==> src/rtl/adc_pipe_pkg.sv <==
// Shared constants for the pipelined add/subtract-with-carry unit.
package adc_pipe_pkg;

    localparam int unsigned ADC_WIDTH_DEF = 32;
    localparam int unsigned ADC_SEG_DEF   = 8;

    localparam logic ADC_OP_ADD = 1'b0;
    localparam logic ADC_OP_SUB = 1'b1;

    // Pipeline depth for a given operand width and segment width.
    function automatic int unsigned adc_stages(input int unsigned width, input int unsigned seg);
        return width / seg;
    endfunction

endpackage

==> src/rtl/adc_pipe_if.sv <==
// Operand/result handshake bundle for adc_pipe.
interface adc_pipe_if
    import adc_pipe_pkg::*;
#(
    parameter int unsigned WIDTH = ADC_WIDTH_DEF
);

    logic             in_valid;
    logic             in_ready;
    logic [WIDTH-1:0] a;
    logic [WIDTH-1:0] b;
    logic             cin;
    logic             sub;

    logic             out_valid;
    logic             out_ready;
    logic [WIDTH-1:0] sum;
    logic             cout;
    logic             ovf;
    logic             zero;

    // The arithmetic unit itself.
    modport slave (
        input  in_valid, a, b, cin, sub, out_ready,
        output in_ready, out_valid, sum, cout, ovf, zero
    );

    // Operand producer / result consumer.
    modport master (
        output in_valid, a, b, cin, sub, out_ready,
        input  in_ready, out_valid, sum, cout, ovf, zero
    );

endinterface

==> src/rtl/adc_pipe_seg.sv <==
// One SEG-bit slice of the carry chain: sum, carry out, carry into the top bit, zero.
module adc_pipe_seg
    import adc_pipe_pkg::*;
#(
    parameter int unsigned SEG = ADC_SEG_DEF
) (
    input  logic [SEG-1:0] a_i,
    input  logic [SEG-1:0] bb_i,
    input  logic           ci_i,
    output logic [SEG-1:0] s_o,
    output logic           co_o,
    output logic           cmsb_o,
    output logic           z_o
);

    logic [SEG:0] full_c;

    // Segment add with carry; carry into the MSB recovered as a^b^s at that bit.
    assign full_c = {1'b0, a_i} + {1'b0, bb_i} + (SEG+1)'(ci_i);
    assign s_o    = full_c[SEG-1:0];
    assign co_o   = full_c[SEG];
    assign cmsb_o = a_i[SEG-1] ^ bb_i[SEG-1] ^ full_c[SEG-1];
    assign z_o    = ~|full_c[SEG-1:0];

endmodule

==> src/rtl/adc_pipe.sv <==
// Pipelined add/subtract-with-carry: one SEG-bit carry segment resolved per stage,
// global stall when the output register is full and not accepted.
module adc_pipe
    import adc_pipe_pkg::*;
#(
    parameter int unsigned WIDTH = ADC_WIDTH_DEF,
    parameter int unsigned SEG   = ADC_SEG_DEF
) (
    input  logic      clk,
    input  logic      rst,
    adc_pipe_if.slave io
);

    localparam int unsigned STAGES = adc_stages(WIDTH, SEG);

    if ((WIDTH % SEG) != 0) begin : g_bad_cfg
        $error("adc_pipe: WIDTH must be an integer multiple of SEG");
    end

    logic             en;

    // Values entering each stage register (from the port for stage 0).
    logic             v_d    [STAGES];
    logic [WIDTH-1:0] a_d    [STAGES];
    logic [WIDTH-1:0] bb_d   [STAGES];
    logic [WIDTH-1:0] s_in   [STAGES];
    logic             c_in   [STAGES];
    logic             z_in   [STAGES];
    logic [WIDTH-1:0] sum_d  [STAGES];

    // Segment adder outputs.
    logic [SEG-1:0]   s_c    [STAGES];
    logic             co_c   [STAGES];
    logic             cmsb_c [STAGES];
    logic             z_c    [STAGES];

    // Stage registers; the last one is the output register.
    logic             v_q    [STAGES];
    logic [WIDTH-1:0] a_q    [STAGES];
    logic [WIDTH-1:0] bb_q   [STAGES];
    logic [WIDTH-1:0] sum_q  [STAGES];
    logic             c_q    [STAGES];
    logic             z_q    [STAGES];
    logic             ovf_d;
    logic             ovf_q;

    // Whole pipe advances together unless a held result blocks the output.
    assign en          = ~v_q[STAGES-1] | io.out_ready;
    assign io.in_ready = en;

    for (genvar k = 0; k < STAGES; k++) begin : g_stage

        localparam logic [WIDTH-1:0] SEG_MASK = WIDTH'({SEG{1'b1}}) << (k*SEG);

        if (k == 0) begin : g_head
            // First stage takes the beat straight from the port; B inverted for subtract.
            assign v_d[k]  = io.in_valid;
            assign a_d[k]  = io.a;
            assign bb_d[k] = (io.sub == ADC_OP_SUB) ? ~io.b : io.b;
            assign s_in[k] = '0;
            assign c_in[k] = io.cin;
            assign z_in[k] = 1'b1;
        end else begin : g_body
            // Later stages continue the beat held in the previous stage register.
            assign v_d[k]  = v_q[k-1];
            assign a_d[k]  = a_q[k-1];
            assign bb_d[k] = bb_q[k-1];
            assign s_in[k] = sum_q[k-1];
            assign c_in[k] = c_q[k-1];
            assign z_in[k] = z_q[k-1];
        end

        adc_pipe_seg #(
            .SEG (SEG)
        ) u_seg (
            .a_i    (a_d[k][k*SEG +: SEG]),
            .bb_i   (bb_d[k][k*SEG +: SEG]),
            .ci_i   (c_in[k]),
            .s_o    (s_c[k]),
            .co_o   (co_c[k]),
            .cmsb_o (cmsb_c[k]),
            .z_o    (z_c[k])
        );

        // Drop this stage's segment into the travelling partial sum.
        assign sum_d[k] = (s_in[k] & ~SEG_MASK) | (WIDTH'(s_c[k]) << (k*SEG));

        // Stage register: holds (bubbles included) while the pipe is stalled.
        always_ff @(posedge clk) begin
            if (rst) begin
                v_q[k]   <= 1'b0;
                a_q[k]   <= '0;
                bb_q[k]  <= '0;
                sum_q[k] <= '0;
                c_q[k]   <= 1'b0;
                z_q[k]   <= 1'b0;
            end else if (en) begin
                v_q[k]   <= v_d[k];
                a_q[k]   <= a_d[k];
                bb_q[k]  <= bb_d[k];
                sum_q[k] <= sum_d[k];
                c_q[k]   <= co_c[k];
                z_q[k]   <= z_in[k] & z_c[k];
            end
        end
    end

    // Signed overflow: carry into the sign bit differs from carry out.
    assign ovf_d = cmsb_c[STAGES-1] ^ co_c[STAGES-1];

    // Overflow is only known at the last segment, so it lives beside the output register.
    always_ff @(posedge clk) begin
        if (rst) begin
            ovf_q <= 1'b0;
        end else if (en) begin
            ovf_q <= ovf_d;
        end
    end

    assign io.out_valid = v_q[STAGES-1];
    assign io.sum       = sum_q[STAGES-1];
    assign io.cout      = c_q[STAGES-1];
    assign io.zero      = z_q[STAGES-1];
    assign io.ovf       = ovf_q;

endmodule
==> src/flat_wrapper.sv <==
// flat-port wrapper written by rule: the top's interface ports become plain ports
module adc_pipe_flat import adc_pipe_pkg::*;
#(
    parameter int unsigned WIDTH = ADC_WIDTH_DEF,
    parameter int unsigned SEG   = ADC_SEG_DEF
)
  (clk, rst, io_in_valid, io_a, io_b, io_cin, io_sub, io_out_ready, io_in_ready, io_out_valid, io_sum, io_cout, io_ovf, io_zero);
  adc_pipe_if #(.WIDTH(WIDTH)) io_i ();
  input  logic clk;
  input  logic rst;
  input wire logic [$bits(io_i.in_valid)-1:0] io_in_valid;
  input wire logic [$bits(io_i.a)-1:0] io_a;
  input wire logic [$bits(io_i.b)-1:0] io_b;
  input wire logic [$bits(io_i.cin)-1:0] io_cin;
  input wire logic [$bits(io_i.sub)-1:0] io_sub;
  input wire logic [$bits(io_i.out_ready)-1:0] io_out_ready;
  output wire logic [$bits(io_i.in_ready)-1:0] io_in_ready;
  output wire logic [$bits(io_i.out_valid)-1:0] io_out_valid;
  output wire logic [$bits(io_i.sum)-1:0] io_sum;
  output wire logic [$bits(io_i.cout)-1:0] io_cout;
  output wire logic [$bits(io_i.ovf)-1:0] io_ovf;
  output wire logic [$bits(io_i.zero)-1:0] io_zero;
  assign io_i.in_valid = io_in_valid;
  assign io_i.a = io_a;
  assign io_i.b = io_b;
  assign io_i.cin = io_cin;
  assign io_i.sub = io_sub;
  assign io_i.out_ready = io_out_ready;
  assign io_in_ready = io_i.in_ready;
  assign io_out_valid = io_i.out_valid;
  assign io_sum = io_i.sum;
  assign io_cout = io_i.cout;
  assign io_ovf = io_i.ovf;
  assign io_zero = io_i.zero;
  adc_pipe #(.WIDTH(WIDTH), .SEG(SEG)) u_core (.clk(clk), .rst(rst), .io(io_i));
endmodule
==> config.mk <==
export PLATFORM = sky130hd
export DESIGN_NAME = adc_pipe_flat
export DESIGN_NICKNAME = d
export VERILOG_FILES = /design/src/rtl/adc_pipe_pkg.sv /design/src/rtl/adc_pipe_if.sv /design/src/rtl/adc_pipe_seg.sv /design/src/rtl/adc_pipe.sv /design/src/flat_wrapper.sv
export SDC_FILE = /design/constraint.sdc
export NUM_CORES = 1
export LEC_CHECK = 0
export CORE_MARGIN = 2
export CORE_UTILIZATION = 60
export DETAILED_ROUTE_END_ITERATION = 10
export PLACE_DENSITY = 0.85
export SETUP_SLACK_MARGIN = 0.4
export SYNTH_ARGS = -nofsm -noshare
export SYNTH_HDL_FRONTEND = slang
export SYNTH_SLANG_ARGS = --single-unit
==> constraint.sdc <==
create_clock -name clk -period 9.6 [get_ports clk]
set_clock_uncertainty 0.15 [all_clocks]
set_input_delay 1.92 -clock clk [delete_from_list [all_inputs] [get_ports clk]]
set_output_delay 1.92 -clock clk [all_outputs]
set_load 0.01 [all_outputs]
==> After elaboration in Yosys (flattened, before gate mapping) <==
Memory sizes are Yosys's and may differ from the RTL's.
Cells that the tools add are included.
{ "totals": {"reg_bits": 1, "mem_bits_rw": 396, "output_inout_bits": 37, "elab_cells": 89, "mem_count": 6} }
{ "mem_list": {"columns": ["memory", "words", "word_bits", "rd", "rd_ports_with_merged_regs", "wr", "line", "text"], "rows": [
  ["u_core.a_q", 4, 32, 3, 0, 4, "adc_pipe.sv:39", "logic [WIDTH-1:0] a_q [STAGES];"],
  ["u_core.bb_q", 4, 32, 3, 0, 4, "adc_pipe.sv:40", "logic [WIDTH-1:0] bb_q [STAGES];"],
  ["u_core.sum_q", 4, 32, 4, 0, 4, "adc_pipe.sv:41", "logic [WIDTH-1:0] sum_q [STAGES];"],
  ["u_core.c_q", 4, 1, 4, 0, 4, "adc_pipe.sv:42", "logic c_q [STAGES];"],
  ["u_core.v_q", 4, 1, 4, 0, 4, "adc_pipe.sv:38", "logic v_q [STAGES];"],
  ["u_core.z_q", 4, 1, 4, 0, 4, "adc_pipe.sv:43", "logic z_q [STAGES];"]
]} }
{ "op_classes": {"addsub": 8, "n_mux": 30, "n_bitwise": 36, "reduce_logical": 8} }
{ "op_table": {"columns": ["op", "n"], "rows": [
  ["$mux 32", 13],
  ["$add 8x8->9", 4],
  ["$add 9x1->9", 4],
  ["$not 32->32", 1],
  ["$or 24x32->32", 1],
  ["$or 32x16->32", 1],
  ["$or 32x24->32", 1],
  ["$reduce_or 8->1", 4],
  ["$or 1x1->1", 25],
  ["$mux 1", 17],
  ["$logic_not 1->1", 4],
  ["$and 1x1->1", 3],
  ["$xor 1x1->1", 3],
  ["$not 1->1", 1]
]} }

==> Depth between registers and ports, before layout <==
Gate-level depths: netlist of run 1.
{ "depth": {"word_depth": 7, "mapped_depth": 11} }

==> Hierarchy <==
A second synthesis of run 1 with hierarchy kept.
{ "unflattened": {"cells_unflattened": 653, "area_unflattened_um2": 9686.8} }
{ "modules_own_cells": {"columns": ["module", "n_inst", "cells_per_inst", "area_per_inst_um2", "seq_area_each_um2"], "rows": [
  ["adc_pipe", 1, 464, 8152.8, 5665.4],
  ["adc_pipe_seg at u_core.g_stage[1].u_seg ...", 2, 44, 370.4, 0.0],
  ["adc_pipe_seg at u_core.g_stage[3].u_seg", 1, 53, 399.1, 0.0],
  ["adc_pipe_seg at u_core.g_stage[0].u_seg", 1, 48, 394.1, 0.0]
]} }

==> Worst setup path before layout of run 1 <==
Ideal clock, no wire load.
{ "synth_path": {"kind": "input to register", "from": "input io_out_ready", "to": "memory u_core.a_q[0][10] in the netlist's numbering (enable)", "setup_time_ns": 0.470, "arrival_time_ns": 4.442, "required_time_ns": 8.980, "path_slack_ns": 4.537, "cell_stages": 2, "n_path_buf": 0, "path_cell_list": "nand2b_1 > or2_2"} }
{ "synth_rtl": {"columns": ["item", "line", "text"], "rows": [
  ["start: declaration", "flat_wrapper.sv:16", "input wire logic [$bits(io_i.out_ready)-1:0] io_out_ready;"],
  ["end: declaration", "adc_pipe.sv:39", null]
]} }

==> Final worst setup path of run 1 <==
{ "layout_path": {"from": "input io_out_ready", "to": "output io_in_ready"} }
{ "layout_via": {"elab_chain_cells": 1} }
{ "layout_rtl": {"columns": ["item", "line", "text"], "rows": [
  ["$or 1x1->1", "adc_pipe.sv:48", "assign en = ~v_q[STAGES-1] | io.out_ready;"],
  ["end: declaration", "flat_wrapper.sv:17", "output wire logic [$bits(io_i.in_ready)-1:0] io_in_ready;"]
]} }
Every way passes these cells.

==> flow_summary.yaml, run 1 <==
critical_path:
  timing.critical_path.mode_cell: "clkdlybuf4s50_1"
  cp_top_family: "buffers and inverters"
  path_class: "in2out"
  path_max_fanout: 4
  path_buf_inv: 2
  cp.arrival_ns: 3.10
  r2r_slack_ns: 6.26
  end_kind: "output port"
  cp_data_required_time_ns: 7.53
  start_kind: "input pin"
  worstPathCellList: "clkdlybuf4s50_1 -> nand2b_1 -> clkdlybuf4s50_1"
  cp_slowest_stage_delay_ns: 0.56
  slowest_stage: "clkdlybuf4s50_1"
logic_synthesis:
  synthTopCellsByArea: "edfxtp_1 (65%), and2_1 (10%), ha_1 (4.1%), xnor2_1 (3.0%), nor2_1 (2.2%)"
  postSynthAreaPerCell_um2: 13.7
  synth.most_common_cell: "edfxtp_1"
  netlist.area_leader.share: 0.654
  async_flop_share: 0
  synthCells: 630
  ys_ff_latch: 189
  synth_edf_count: 188
  ys_warn_count: 0
  synth_area_um2: 8630
  ys_seq_area_frac: 0.657
  synth_cell_types: 46
  synth_largest_area_cell: "edfxtp_1"
  synth.net_count: 736
  synth_flop_cell: "edfxtp_1"
  synthTopCellsByCount: "edfxtp_1 (188), and2_1 (138), nor2_1 (50)"
sta:
  rsz0062_at_grt: "false"
  period_minus_slack_ns: 5.17
  fmax_mhz: 193
  slew_viol_final: 0
  setup_slack_ns: 4.43
  worst_pin_slew_ns: 1.09
  slew_headroom: 0.274
  setup_viol: 0
  setup_tns_ns: 0
  finalHoldViolations: 0
  holdWs_ns: 0.349
  post-route-period-util: 0.539
grt:
  grt_pass1_vias: 4945
  antenna_found_initial: 0
  grt_use_total: 0.205
  grt_max_degree: 92
  grt-ovfl-total: 0
  grt_pass1_wl_mm: 23.4
cts:
  post_cts_buffers: 0
  clock_latency_ns: 0.45
  cts_max_level: 4
  cts_sinks: 189
  cts_tree: "yes"
  clk_pin_slew_ns: 0.07
  cts-hold-fix-buffers: 0
  cts_buffers: 17
  clk_path_buf_depth: 2
  post_cts_resized: 0
  clock_tree.root_cell: "clkbuf_16"
floorplanning:
  die_x_um: 124
  die_area_um2: 15400
  num_rows: 43
  dieHeight_um: 124
  start_util: 0.617
  core-area_um2: 14000
  io_pins: 107
place:
  numPortBuffers: 106
  place_inst: 894
  place.gp.congestion: 0.882
  place_ws_ns: 4.28
  hpwl_mm: 9.30
job:
  cap_violations: 0
finish:
  syn2layout_area_growth_pct: 20.5
  drive_above_1_share: 0.0563
  instances_no_fill: 926
  n_antenna_cell: 0
  fin_nets: 839
status:
  status: "finished, final reports clean"
detailed_routing:
  drt-vias-per-instance: 5.37
  wirelength_mm: 14.6
  drc: 0
  dr_total_vias: 4968
  first_pass_iters: 5
  ant_nets: 0
  drt_iter0_markers: 429
  post_drt_wl_per_cell_um: 15.7
worst_hold_path:
  min_path_type: "reg2reg"
power_and_ir_drop:
  p_per_area_nw_per_um2: 178
  peakVddDrop_uv: 153
  leakagePower_uw: 0.00419
flip-flops by register name (all words and copies together), names as in the netlist:
signal / flops
u_core.sum_q: 80
u_core.v_q: 4
u_core.bb_q: 48
u_core.io.ovf: 1
u_core.c_q: 4
u_core.a_q: 48
u_core.z_q: 4
layer usage:
| layer | share of wire | up-vias | track usage |
|---|---|---|---|
| met3 | 0.057 | 25 | 0.0513 |
| met1 | 0.40 | 2336 | 0.247 |
| met2 | 0.52 | 152 | 0.349 |
| met5 | 0 | - | 0 |
| li1 | - | 2455 | - |
| met4 | 0.020 | 0 | 0.0934 |
power by group:
group          total (uW)  leakage (uW)  switching [uW]  internal [uW]
registers             988       0.00224            17.0            971
clock network         652      0.000267             312            339
logic                 211       0.00168             103            108
total                1850       0.00419             432           1420
logic make-up (layout without fill, tap and decap cells):
kind of cell               count (synthesis)  after routing  share of synthesized area
and+or+nand+nor                          231            231                      0.154
DFF                                      189            189                      0.657
AOI/OAI and AO/OA                         88             88                     0.0655
xor gates and xnor gates                  46             46                     0.0467
buffers and inverters                     40            156                     0.0180
adders and majority gates                 36             36                     0.0592
cells in the final DEF (no fill, tap or decap), types with 2 or more instances in the layout:
| cell | instances |
|---|---|
| o21a_1 | 10 |
| edfxtp_1 | 188 |
| nand2_1 | 3 |
| ha_1 | 28 |
| o31a_1 | 4 |
| nor3_1 | 6 |
| and2_1 | 138 |
| buf_4 | 4 |
| clkbuf_16 | 17 |
| a211o_1 | 2 |
| o21bai_1 | 4 |
| o31ai_1 | 3 |
| fa_1 | 8 |
| clkinv_4 | 2 |
| nor2_1 | 50 |
| clkinvlp_4 | 2 |
| nor4_1 | 4 |
| a21oi_1 | 25 |
| nand2b_1 | 6 |
| xor2_1 | 16 |
| nor2b_1 | 5 |
| a21o_1 | 5 |
| a211oi_1 | 6 |
| nor4b_1 | 3 |
| o211ai_1 | 2 |
| inv_6 | 7 |
| inv_1 | 14 |
| nand4b_1 | 2 |
| inv_8 | 2 |
| xnor2_1 | 30 |
| clkdlybuf4s50_1 | 105 |
| o22ai_1 | 3 |
| nand4_1 | 2 |
| o21ai_0 | 18 |
area by class of cell:
type / instances / area, um^2
Fill cell: 899 / 3590
Clock inverter: 15 / 125
Multi-Input combinational cell: 401 / 2820
Timing Repair Buffer: 110 / 1090
Sequential cell: 189 / 5670
Inverter: 14 / 52.6
Clock buffer: 17 / 425
Tap cell: 180 / 225
worst reg2reg max path, delay by kind of cell, from the launching register on:
kind | cells | cell delay, ns
buffers and inverters | 2 | 1.66
flip-flops | 1 | 0.43
AND/OR/NAND/NOR | 2 | 0.65
worst paths after layout:
kind,from,to,depth (start not counted)
worst max-delay path,io_out_ready,io_in_ready,3
worst min-delay path,u_core.io.ovf$_SDFFE_PP0N_,u_core.io.ovf$_SDFFE_PP0N_,2
worst max register to register,u_core.v_q[3]$_DFFE_PP_,u_core.a_q[0][10]$_SDFFCE_PN0P_,4
worst min register to register,u_core.io.ovf$_SDFFE_PP0N_,u_core.io.ovf$_SDFFE_PP0N_,2
through the flow:
step           utilization  total power [uW]  area, um^2
4_1_cts              0.744              1860       10400
6_report             0.744              1850       10400
3_3_place_gp         0.704              1200        9850
2_1_floorplan            -              1130        8630
3_5_place_dp         0.704              1210        9850
5_1_grt              0.744              1920       10400
(Power assumes the default switching activity.)
==> run 2: changes to the inputs <==
--- a/config.mk
+++ b/config.mk
@@ -6,9 +6,9 @@
 export NUM_CORES = 1
 export LEC_CHECK = 0
 export CORE_MARGIN = 2
-export CORE_UTILIZATION = 60
+export CORE_UTILIZATION = 56
 export DETAILED_ROUTE_END_ITERATION = 10
-export PLACE_DENSITY = 0.85
+export PLACE_DENSITY = 0.8
 export SETUP_SLACK_MARGIN = 0.4
 export SYNTH_ARGS = -nofsm -noshare
 export SYNTH_HDL_FRONTEND = slang
==> constraint.sdc (replaced) <==
create_clock -name clk -period 5.05 [get_ports clk]
set_clock_uncertainty 0.15 [all_clocks]
set_input_delay 1.01 -clock clk [delete_from_list [all_inputs] [get_ports clk]]
set_output_delay 1.01 -clock clk [all_outputs]
set_load 0.01 [all_outputs]
==> run 2 against run 1 <==
Clock power grew 95%. Worst hold slack lost 0.0065 ns. Power grew 92%. Sequential cell count is the same. First-iteration DRC count shrank 14%. Clock-buffer cell count grew 2. Via count shrank 0.18%. Final cell count grew 1.2%. Core utilization shrank 5.2 points. Setup slack lost 2.9 ns. Register-to-register slack lost 4.0 ns. Sequential share of layout area shrank 0.38 points. Largest power group unchanged.
==> flow_summary.yaml, run 2 (synthesis gave the netlist of run 1 again) <==
status:
  status: "finished, final reports clean"
cts:
  clock_tree.root_cell: "clkbuf_16"
  post_cts_resized: 0
  clock_latency_ns: 0.43
  cts_buffers: 17
  cts_tree: "yes"
  clk_pin_slew_ns: 0.07
  cts_max_level: 4
  cts-hold-fix-buffers: 0
  post_cts_buffers: 0
  clk_path_buf_depth: 2
  cts_sinks: 189
grt:
  grt_pass1_wl_mm: 23.0
  grt-ovfl-total: 0
  antenna_found_initial: 0
  grt_use_total: 0.182
  grt_max_degree: 76
  grt_pass1_vias: 4751
sta:
  rsz0062_at_grt: "false"
  finalHoldViolations: 0
  fmax_mhz: 288
  worst_pin_slew_ns: 0.768
  slew_headroom: 0.488
  post-route-period-util: 0.687
  period_minus_slack_ns: 3.47
  setup_slack_ns: 1.58
  slew_viol_final: 0
  setup_viol: 0
  setup_tns_ns: 0
finish:
  fin_nets: 842
  reg.largest.list: "u_core.sum_q x80, u_core.a_q x48, u_core.bb_q x48"
  syn2layout_area_growth_pct: 21.4
  largest_register: "u_core.sum_q"
  n_antenna_cell: 0
  final_common_cell: "edfxtp_1"
  drive_above_1_share: 0.0587
  final_cell_mix: "edfxtp_1 (188), and2_1 (138), clkdlybuf4s50_1 (105), nor2_1 (50), xnor2_1 (30)"
  largest_register_ffs: 80
power_and_ir_drop:
  p_int_uw: 2750
  swShare: 0.226
  leakagePower_uw: 0.00422
  power_switching_uw: 803
  clock_power_share: 0.357
  peakVddDrop_uv: 243
  p_per_area_nw_per_um2: 339
  combPwrFrac: 0.115
  p_seq_frac: 0.528
  finalPower_uw: 3550
detailed_routing:
  drt_iter0_markers: 367
  top_layer: "met4"
  dr_total_vias: 4959
  wl_met2_mm: 7.55
  drc: 0
  ant_nets: 0
  met1_length_mm: 5.91
  met3_length_um: 663
  wirelength_mm: 14.4
  post_drt_wl_per_cell_um: 15.4
  first_pass_iters: 5
  drt-vias-per-instance: 5.29
place:
  place_ws_ns: 1.22
  hpwl_mm: 9.45
  numPortBuffers: 106
  place.gp.congestion: 0.856
floorplanning:
  num_rows: 45
  start_util: 0.570
  dieHeight_um: 128
  die_area_um2: 16400
  io_pins: 107
  die_x_um: 128
  core-area_um2: 15100
critical_path:
  worstPathCellList: "clkdlybuf4s50_1 -> xnor2_1 -> fa_1 -> inv_1 -> fa_1 -> a211o_1 -> a21oi_1 -> o21ai_0 -> o21ai_0 -> nor4bb_1"
  cp_top_family: "compound AO/OA/AOI/OAI gates"
  path_max_fanout: 3
  path_class: "in2reg"
  cp.arrival_ns: 3.52
  path_buf_inv: 2
  end_kind: "flop"
  cp_data_required_time_ns: 5.10
  r2r_slack_ns: 2.26
  cp_slowest_stage_delay_ns: 0.43
  slowest_stage: "clkdlybuf4s50_1"
  crit_cells: 10
  start_kind: "input pin"
  rr_worst_depth: 7
worst_hold_path:
  min_path_type: "reg2reg"
  min_path_cells: 2
job:
  cap_violations: 0
[run 2: cell types whose count changed in the layout (fill, tap and decap cells not counted), moves of 2 or more]
cell / delta
buf_12: +2
clkbuf_1: +2
inv_6: -4
clkinv_4: +2
[run 2: worst register-to-register path: cells and delay by family, from the launching register on]
kind	cells	cell delay [ns]
adder cells (fa/ha/maj)	2	1.00
flip-flops	1	0.40
AO/OA/AOI/OAI	4	0.94
XOR/XNOR	1	0.16
[run 2: cell type report]
| type | count | area (um^2) |
|---|---|---|
| timing repair buffer | 113 | 1130 |
| clock buffer | 19 | 433 |
| inverter | 14 | 52.6 |
| multi-input combinational | 401 | 2820 |
| clock inverter | 13 | 134 |
| tap | 188 | 235 |
| sequential | 189 | 5670 |
| fill | 1013 | 4670 |
[run 2: per-layer routing]
metal,GRT usage,up-vias
met2,0.320,167
met4,0.0724,0
li1,-,2460
met5,0,-
met1,0.223,2303
met3,0.0359,29
[run 2: worst paths after layout]
kind / to / start
max: u_core.z_q[0]$_DFFE_PP_ / io_b[0]
min: u_core.io.ovf$_SDFFE_PP0N_ / u_core.io.ovf$_SDFFE_PP0N_
max reg2reg: u_core.io.ovf$_SDFFE_PP0N_ / u_core.bb_q[1][24]$_SDFFCE_PN0P_
min reg2reg: u_core.io.ovf$_SDFFE_PP0N_ / u_core.io.ovf$_SDFFE_PP0N_
[run 2: per-stage QoR]
step	hold slack (ns)	cells	util	area [um^2]
after floorplan	0.346	630	-	8630
after global placement	0.313	905	0.654	9910
after detailed placement	0.329	905	0.654	9910
after CTS	0.340	937	0.692	10500
after global routing	0.379	937	0.692	10500
final	0.342	937	0.692	10500
[run 2: power by group through the flow]
stage	Combinational (uW)	Sequential (uW)	Clock (uW)
6_report	407	1880	1270
5_1_grt	447	1890	1340
4_1_cts	406	1880	1290
3_5_place_dp	399	1910	0
3_3_place_gp	382	1910	0
2_1_floorplan	245	1910	0
